==> config.mk <==
export PLATFORM = sky130hd
export DESIGN_NAME = vga_layer_compositor_flat
export DESIGN_NICKNAME = d
export VERILOG_FILES = /design/src/rtl/vga_layer_compositor_if.sv /design/src/rtl/vga_layer_compositor.sv /design/src/flat_wrapper.sv
export SDC_FILE = /design/constraint.sdc
export NUM_CORES = 1
export LEC_CHECK = 0
export ABC_AREA = 1
export CAP_MARGIN = 20
export CORE_ASPECT_RATIO = 0.7
export CORE_MARGIN = 4
export CORE_UTILIZATION = 55
export DETAILED_ROUTE_END_ITERATION = 10
export DONT_BUFFER_PORTS = 1
export GPL_ROUTABILITY_DRIVEN = 0
export MAX_ROUTING_LAYER = met4
export PLACE_DENSITY = 0.7
export SLEW_MARGIN = 10
export SYNTH_ARGS = -nofsm -noshare
export SYNTH_HDL_FRONTEND = slang
export SYNTH_SLANG_ARGS = --single-unit
==> constraint.sdc <==
create_clock -name clk -period 3.3 [get_ports clk]
set_input_delay 0.495 -clock clk [delete_from_list [all_inputs] [get_ports clk]]
set_output_delay 0.495 -clock clk [all_outputs]
set_load 0.01 [all_outputs]
==> src/rtl/vga_layer_compositor_if.sv <==
// Bundle of timing, layer pixel and fade-control signals between a VGA
// front end and the final-stage layer compositor.
interface vga_layer_compositor_if #(
    parameter int LAYERS     = 6,
    parameter int COLOR_BITS = 4
);
    logic [10:0]                     hcount;
    logic [10:0]                     vcount;
    logic                            hsync;
    logic                            vsync;
    logic                            hblnk;
    logic                            vblnk;
    logic [3*COLOR_BITS-1:0]         bg_rgb;
    logic [LAYERS*3*COLOR_BITS-1:0]  layer_rgb;
    logic [LAYERS-1:0]               layer_opaque;
    logic [LAYERS-1:0]               layer_en;
    logic                            fade_out;
    logic                            fade_in;
    logic                            hs;
    logic                            vs;
    logic [COLOR_BITS-1:0]           r;
    logic [COLOR_BITS-1:0]           g;
    logic [COLOR_BITS-1:0]           b;
    logic                            fade_busy;
    logic                            frame_tick;

    modport master (
        output hcount, vcount, hsync, vsync, hblnk, vblnk,
        output bg_rgb, layer_rgb, layer_opaque, layer_en, fade_out, fade_in,
        input  hs, vs, r, g, b, fade_busy, frame_tick
    );

    modport slave (
        input  hcount, vcount, hsync, vsync, hblnk, vblnk,
        input  bg_rgb, layer_rgb, layer_opaque, layer_en, fade_out, fade_in,
        output hs, vs, r, g, b, fade_busy, frame_tick
    );
endinterface

==> src/rtl/vga_layer_compositor.sv <==
// Final VGA pixel stage: priority layer select over background, frame-locked
// fade-to-black / fade-in, blanking, and 2-cycle aligned sync outputs.
module vga_layer_compositor #(
    parameter int LAYERS          = 6,
    parameter int COLOR_BITS      = 4,
    parameter int LEVEL_BITS      = 4,
    parameter int FRAMES_PER_STEP = 2
) (
    input  logic                   clk,
    input  logic                   rst,
    vga_layer_compositor_if.slave  bus
);
    localparam int PIX_W  = 3 * COLOR_BITS;
    localparam int PROD_W = COLOR_BITS + LEVEL_BITS + 1;
    localparam int CNT_W  = (FRAMES_PER_STEP > 1) ? $clog2(FRAMES_PER_STEP) : 1;
    localparam logic [LEVEL_BITS-1:0] LEVEL_MAX = {LEVEL_BITS{1'b1}};
    localparam logic [CNT_W-1:0]      CNT_LAST  = CNT_W'(FRAMES_PER_STEP - 1);

    typedef enum logic [1:0] {
        ST_IDLE     = 2'd0,
        ST_FADE_OUT = 2'd1,
        ST_BLACK    = 2'd2,
        ST_FADE_IN  = 2'd3
    } state_t;

    // Scale one channel by (level+1)/2^LEVEL_BITS; level 0 is forced black.
    function automatic logic [COLOR_BITS-1:0] fade_chan(
        input logic [COLOR_BITS-1:0] c,
        input logic [LEVEL_BITS-1:0] lvl
    );
        logic [PROD_W-1:0] prod;
        prod = PROD_W'(c) * (PROD_W'(lvl) + PROD_W'(1));
        if (lvl == {LEVEL_BITS{1'b0}}) begin
            fade_chan = {COLOR_BITS{1'b0}};
        end else begin
            fade_chan = prod[LEVEL_BITS +: COLOR_BITS];
        end
    endfunction

    state_t                  state_r, state_s;
    logic [LEVEL_BITS-1:0]   level_r, level_s;
    logic [CNT_W-1:0]        cnt_r, cnt_s;
    logic                    step_s;
    logic [PIX_W-1:0]        winner_s;
    logic [PIX_W-1:0]        s1_rgb_r;
    logic                    s1_hs_r, s1_vs_r, s1_blank_r;
    logic                    vblnk_q_r, tick_r;
    logic [COLOR_BITS-1:0]   r_s, g_s, b_s;

    assign bus.frame_tick = tick_r;

    // Stage-1 winner: later (higher-index) qualifying layers override earlier ones.
    always_comb begin
        winner_s = bus.bg_rgb;
        for (int i = 0; i < LAYERS; i++) begin
            winner_s = (bus.layer_en[i] && bus.layer_opaque[i]) ?
                       bus.layer_rgb[i*PIX_W +: PIX_W] : winner_s;
        end
    end

    // Stage-2 colour: fade by the current level, or black during blanking.
    always_comb begin
        if (s1_blank_r) begin
            r_s = {COLOR_BITS{1'b0}};
            g_s = {COLOR_BITS{1'b0}};
            b_s = {COLOR_BITS{1'b0}};
        end else begin
            r_s = fade_chan(s1_rgb_r[2*COLOR_BITS +: COLOR_BITS], level_r);
            g_s = fade_chan(s1_rgb_r[COLOR_BITS +: COLOR_BITS], level_r);
            b_s = fade_chan(s1_rgb_r[0 +: COLOR_BITS], level_r);
        end
    end

    // Two-stage pixel pipeline plus vblnk rising-edge detector.
    always_ff @(posedge clk) begin
        if (rst) begin
            s1_rgb_r   <= {PIX_W{1'b0}};
            s1_hs_r    <= 1'b0;
            s1_vs_r    <= 1'b0;
            s1_blank_r <= 1'b0;
            bus.hs     <= 1'b0;
            bus.vs     <= 1'b0;
            bus.r      <= {COLOR_BITS{1'b0}};
            bus.g      <= {COLOR_BITS{1'b0}};
            bus.b      <= {COLOR_BITS{1'b0}};
            vblnk_q_r  <= 1'b0;
            tick_r     <= 1'b0;
        end else begin
            s1_rgb_r   <= winner_s;
            s1_hs_r    <= bus.hsync;
            s1_vs_r    <= bus.vsync;
            s1_blank_r <= bus.hblnk | bus.vblnk;
            bus.hs     <= s1_hs_r;
            bus.vs     <= s1_vs_r;
            bus.r      <= r_s;
            bus.g      <= g_s;
            bus.b      <= b_s;
            vblnk_q_r  <= bus.vblnk;
            tick_r     <= bus.vblnk & ~vblnk_q_r;
        end
    end

    // Fade FSM next state: direction changes win over a coincident level step.
    always_comb begin
        state_s = state_r;
        level_s = level_r;
        cnt_s   = cnt_r;
        step_s  = 1'b0;
        case (state_r)
            ST_IDLE: begin
                if (bus.fade_out) begin
                    state_s = ST_FADE_OUT;
                    cnt_s   = {CNT_W{1'b0}};
                end else begin
                    step_s = 1'b0;
                end
            end
            ST_BLACK: begin
                if (bus.fade_in && !bus.fade_out) begin
                    state_s = ST_FADE_IN;
                    cnt_s   = {CNT_W{1'b0}};
                end else begin
                    step_s = 1'b0;
                end
            end
            ST_FADE_OUT: begin
                if (bus.fade_in && !bus.fade_out) begin
                    state_s = ST_FADE_IN;
                    cnt_s   = {CNT_W{1'b0}};
                end else begin
                    step_s = tick_r;
                end
            end
            ST_FADE_IN: begin
                if (bus.fade_out) begin
                    state_s = ST_FADE_OUT;
                    cnt_s   = {CNT_W{1'b0}};
                end else begin
                    step_s = tick_r;
                end
            end
            default: begin
                state_s = ST_IDLE;
                level_s = LEVEL_MAX;
                cnt_s   = {CNT_W{1'b0}};
            end
        endcase

        if (step_s) begin
            if (cnt_r == CNT_LAST) begin
                cnt_s = {CNT_W{1'b0}};
                if (state_r == ST_FADE_OUT) begin
                    level_s = level_r - LEVEL_BITS'(1);
                    state_s = (level_r == LEVEL_BITS'(1)) ? ST_BLACK : ST_FADE_OUT;
                end else begin
                    level_s = level_r + LEVEL_BITS'(1);
                    state_s = (level_r == LEVEL_MAX - LEVEL_BITS'(1)) ? ST_IDLE : ST_FADE_IN;
                end
            end else begin
                cnt_s = cnt_r + CNT_W'(1);
            end
        end else begin
            step_s = 1'b0;
        end
    end

    // Fade FSM registers; busy flag registered alongside the state it reflects.
    always_ff @(posedge clk) begin
        if (rst) begin
            state_r       <= ST_IDLE;
            level_r       <= LEVEL_MAX;
            cnt_r         <= {CNT_W{1'b0}};
            bus.fade_busy <= 1'b0;
        end else begin
            state_r       <= state_s;
            level_r       <= level_s;
            cnt_r         <= cnt_s;
            bus.fade_busy <= (state_s == ST_FADE_OUT) || (state_s == ST_FADE_IN);
        end
    end
endmodule

==> src/flat_wrapper.sv <==
// flat-port wrapper written by rule: the top's interface ports become plain ports
module vga_layer_compositor_flat 
#(
    parameter int LAYERS          = 6,
    parameter int COLOR_BITS      = 4,
    parameter int LEVEL_BITS      = 4,
    parameter int FRAMES_PER_STEP = 2
)
  (clk, rst, bus_hcount, bus_vcount, bus_hsync, bus_vsync, bus_hblnk, bus_vblnk, bus_bg_rgb, bus_layer_rgb, bus_layer_opaque, bus_layer_en, bus_fade_out, bus_fade_in, bus_hs, bus_vs, bus_r, bus_g, bus_b, bus_fade_busy, bus_frame_tick);
  vga_layer_compositor_if #(.LAYERS(LAYERS), .COLOR_BITS(COLOR_BITS)) bus_i ();
  input  logic clk;
  input  logic rst;
  input wire logic [$bits(bus_i.hcount)-1:0] bus_hcount;
  input wire logic [$bits(bus_i.vcount)-1:0] bus_vcount;
  input wire logic [$bits(bus_i.hsync)-1:0] bus_hsync;
  input wire logic [$bits(bus_i.vsync)-1:0] bus_vsync;
  input wire logic [$bits(bus_i.hblnk)-1:0] bus_hblnk;
  input wire logic [$bits(bus_i.vblnk)-1:0] bus_vblnk;
  input wire logic [$bits(bus_i.bg_rgb)-1:0] bus_bg_rgb;
  input wire logic [$bits(bus_i.layer_rgb)-1:0] bus_layer_rgb;
  input wire logic [$bits(bus_i.layer_opaque)-1:0] bus_layer_opaque;
  input wire logic [$bits(bus_i.layer_en)-1:0] bus_layer_en;
  input wire logic [$bits(bus_i.fade_out)-1:0] bus_fade_out;
  input wire logic [$bits(bus_i.fade_in)-1:0] bus_fade_in;
  output wire logic [$bits(bus_i.hs)-1:0] bus_hs;
  output wire logic [$bits(bus_i.vs)-1:0] bus_vs;
  output wire logic [$bits(bus_i.r)-1:0] bus_r;
  output wire logic [$bits(bus_i.g)-1:0] bus_g;
  output wire logic [$bits(bus_i.b)-1:0] bus_b;
  output wire logic [$bits(bus_i.fade_busy)-1:0] bus_fade_busy;
  output wire logic [$bits(bus_i.frame_tick)-1:0] bus_frame_tick;
  assign bus_i.hcount = bus_hcount;
  assign bus_i.vcount = bus_vcount;
  assign bus_i.hsync = bus_hsync;
  assign bus_i.vsync = bus_vsync;
  assign bus_i.hblnk = bus_hblnk;
  assign bus_i.vblnk = bus_vblnk;
  assign bus_i.bg_rgb = bus_bg_rgb;
  assign bus_i.layer_rgb = bus_layer_rgb;
  assign bus_i.layer_opaque = bus_layer_opaque;
  assign bus_i.layer_en = bus_layer_en;
  assign bus_i.fade_out = bus_fade_out;
  assign bus_i.fade_in = bus_fade_in;
  assign bus_hs = bus_i.hs;
  assign bus_vs = bus_i.vs;
  assign bus_r = bus_i.r;
  assign bus_g = bus_i.g;
  assign bus_b = bus_i.b;
  assign bus_fade_busy = bus_i.fade_busy;
  assign bus_frame_tick = bus_i.frame_tick;
  vga_layer_compositor #(.LAYERS(LAYERS), .COLOR_BITS(COLOR_BITS), .LEVEL_BITS(LEVEL_BITS), .FRAMES_PER_STEP(FRAMES_PER_STEP)) u_core (.clk(clk), .rst(rst), .bus(bus_i));
endmodule
==> summary.txt <==
Cells and area
  – Diode count: 0
  – Most common cell after layout, fill and taps aside: nand2_1
  – Area grow syn2layout: 7.348%
  – Layout cells sized above 1: 10.09%
  – Most frequent cells in the layout: nand2_1 (130), inv_1 (79), nand3_1 (76), nor2_1 (73), a21oi_1 (36)
  – Final Util: 62.30%
  – Final #Nets: 749

Global routing
  – First-pass GRT wire length: 15040 um
  – Total gr overflow: 0
  – Initial antenna violation count: 0
  – Largest net degree at the start of global routing: 25
  – Vias in the first global route: 3350
  – Total GRT Usage: 22.98%

Worst setup path
  – Worst Setup End Kind: flop
  – WP depth: 14
  – Critical path arrival: 3360 ps
  – R2r endpoint: u_core.bus.b[2]
  – Max incr delay on CP: 550 ps
  – Reg2Reg Launch Point: u_core.level_r[1]
  – Critical path class: flop to flop
  – CP Data Required Time: 3500 ps
  – Crit-path cells: ha_1, or2_2, nand2_4, inv_2, nand2_1, fa_1, fa_1, inv_1, ha_1, nand4_1, o21ai_2, nand2_1, a21oi_1, nor2_1
  – CP Launch Point: u_core.level_r[1]
  – Reg-to-reg slack, setup: 140 ps
  – Reg2reg path depth: 14
  – Worst Path Max Fanout: 6
  – Critical-path top delay cell: fa_1
  – Critical path startpoint category: flop
  – WP buf/inv: 2
  – CP endpoint: u_core.bus.b[2]
  – Cell family with most CP delay: adder cells

Clock tree
  – Root buffer cell: clkbuf_8
  – Worst-Skew Late Latency: 300 ps
  – Setup Fix Bufs, Post-CTS: 0
  – Clock sink count: 39
  – CTS tree: built
  – Clock Path Buffers: 2
  – CTS H-tree lvls: 2
  – TritonCTS Buffers: 5
  – Reg clk slew, reported paths: 90 ps

Floorplan
  – Initial core utilization: 58.04%
  – DIE AREA: 0.008114 mm^2
  – Boundary Pins: 142
  – Die X: 106.0 um
  – Core box area: 0.006366 mm^2
  – Die height: 76.58 um
  – Row count: 24

STA
  – Worst clock skew: 9.817 ps
  – Slew margin rel.: 50.40%
  – Max Fclk: 316.2 MHz
  – Hold Vio Cnt, Final: 0
  – Final worst path period share: 95.85%
  – Fin crit period: 3163 ps
  – Fin. max-slew vios: 0
  – Worst Max-Slew Pin Slew: 742.2 ps
  – Final setup vio count: 0

Pwr
  – Internal: 0.8186 mW
  – Switch Pwr: 0.3501 mW
  – Clock share of power: 35.4%
  – Combinational group share of total power: 19.2%
  – Total power: 1.169 mW
  – Switching Share: 29.96%
  – Pleak: 2.075 nW
  – Pwr Density: 294.7 mW/mm^2
  – Worst VDD drop: 0.1783 mV
  – Seq pwr share: 45.4%

Routing
  – Via-to-Cell Ratio: 5.354
  – DRT Pass-1 Iters: 5
  – Routed Antenna Nets: 0
  – Post-Route WL: 8888 um
  – Drt drc: 0
  – DR vias: 3566
  – Avg WL per Cell: 13.35 um
  – Number of DRC markers in iteration 0: 126

Yosys
  – Yosys Warn Count: 0
  – Avg Cell Area, Syn: 6.448 um^2
  – Post-synthesis cell area: 0.003695 mm^2
  – Syn Nets: 748
  – Register area share after synthesis: 21.13%
  – Post-Syn Instances: 573
  – Seq cells post-synth: 39
  – Number of distinct library cells after synthesis: 29

Placement
  – Port-buffer cells: 0
  – Hpwl dp: 7245 um

Hold path
  – Hold Crit Class: input port to flop

Job
  – Max Cap Viol: 0

Run status
  – Outcome: completed
## metal layers
layer	wire [um]	GRT usage (%)	up-vias
met5	0	-	-
met4	120	4.916	0
met3	691	5.758	14
met2	3925	34.29	116
met1	4151	31.55	1624
li1	-	-	1812
## final cells by class
| type | count | area (um^2) |
|---|---|---|
| Clock buffer | 5 | 68.82 |
| Fill cell | 643 | 2400 |
| Multi-Input combinational cell | 432 | 2537 |
| Timing Repair Buffer | 14 | 105.1 |
| Sequential cell | 39 | 785.8 |
| Tap cell | 91 | 113.9 |
| Inverter | 82 | 307.8 |
| Clock inverter | 3 | 47.55 |
## sequential cells by signal, indices dropped and copies added, names as in the netlist
| register | count |
|---|---|
| u_core.s1_rgb_r | 12 |
| u_core.bus.b | 4 |
| u_core.bus.g | 4 |
| u_core.bus.r | 4 |
| u_core.level_r | 4 |
| u_core.state_r | 2 |
| u_core.bus.fade_busy | 1 |
| u_core.bus.frame_tick | 1 |
| u_core.bus.hs | 1 |
| u_core.bus.vs | 1 |
| u_core.cnt_r | 1 |
| u_core.s1_blank_r | 1 |
| u_core.s1_hs_r | 1 |
| u_core.s1_vs_r | 1 |
| u_core.vblnk_q_r | 1 |
## worst min-delay path by stage
stage / start / end / slack [ps] / cells past startpoint
2_1_floorplan: u_core.vblnk_q_r / u_core.bus.frame_tick / 370 / 1
3_3_place_gp: u_core.vblnk_q_r / u_core.bus.frame_tick / 380 / 1
3_5_place_dp: u_core.vblnk_q_r / u_core.bus.frame_tick / 390 / 1
4_1_cts: rst / u_core.bus.hs / 240 / 1
5_1_grt: rst / u_core.vblnk_q_r / 230 / 1
6_report: rst / u_core.bus.hs / 250 / 1
## Yosys cell counts, drive strengths merged
cell,count,area [um^2]
ha,34,425.4
o31ai,1,7.510
a211oi,1,12.51
a21oi,36,180.2
xor2,1,8.760
nor2,76,304.0
nor3,5,25.02
or2,14,87.58
o21a,3,22.52
o211ai,2,15.01
nand2,136,528.0
nand4,4,25.02
clkbuf,6,22.52
buf,14,72.57
fa,15,300.3
xnor2,7,83.83
inv,82,307.8
o21ai,21,105.1
nand3,76,380.4
dfxtp,39,780.8
## stage by stage
stage               instances  hold WS, ps  setup WS (ps)  setup TNS (ps)  cell area (um^2)
detailed placement        658        387.0          44.73               0              3819
CTS                       666        237.2          9.186               0              3935
global placement          658        375.2          128.4               0              3819
global route              666        225.4         -10.25          -12.64              3966
finish                    666        247.1          137.0               0              3966
floorplan                 573        372.8          200.7               0              3695
## cell families (layout without fill, tap and decap cells)
| family | Yosys count | in the layout | synth area share, % |
|---|---|---|---|
| buffers and inverters | 102 | 104 | 10.90 |
| xor gates and xnor gates | 8 | 8 | 2.506 |
| adders and majority gates | 49 | 49 | 19.64 |
| and+or+nand+nor | 311 | 311 | 36.54 |
| AOI/OAI and AO/OA | 64 | 64 | 9.278 |
| DFF | 39 | 39 | 21.13 |
## timing repair
action,CTS,global route
hold buffers,0,0
gates resized for setup,0,11
endpoints found under the setup margin,0,11
## power by group through the flow
| stage | Clock (mW) | Sequential, mW | Combinational [mW] |
|---|---|---|---|
| floorplan | 0 | 0.532 | 0.191 |
| global placement | 0 | 0.541 | 0.218 |
| detailed placement | 0 | 0.541 | 0.223 |
| CTS | 0.424 | 0.530 | 0.224 |
| global route | 0.446 | 0.534 | 0.261 |
| finish | 0.413 | 0.531 | 0.225 |
No activity file was read; power rests on OpenSTA's default activity.
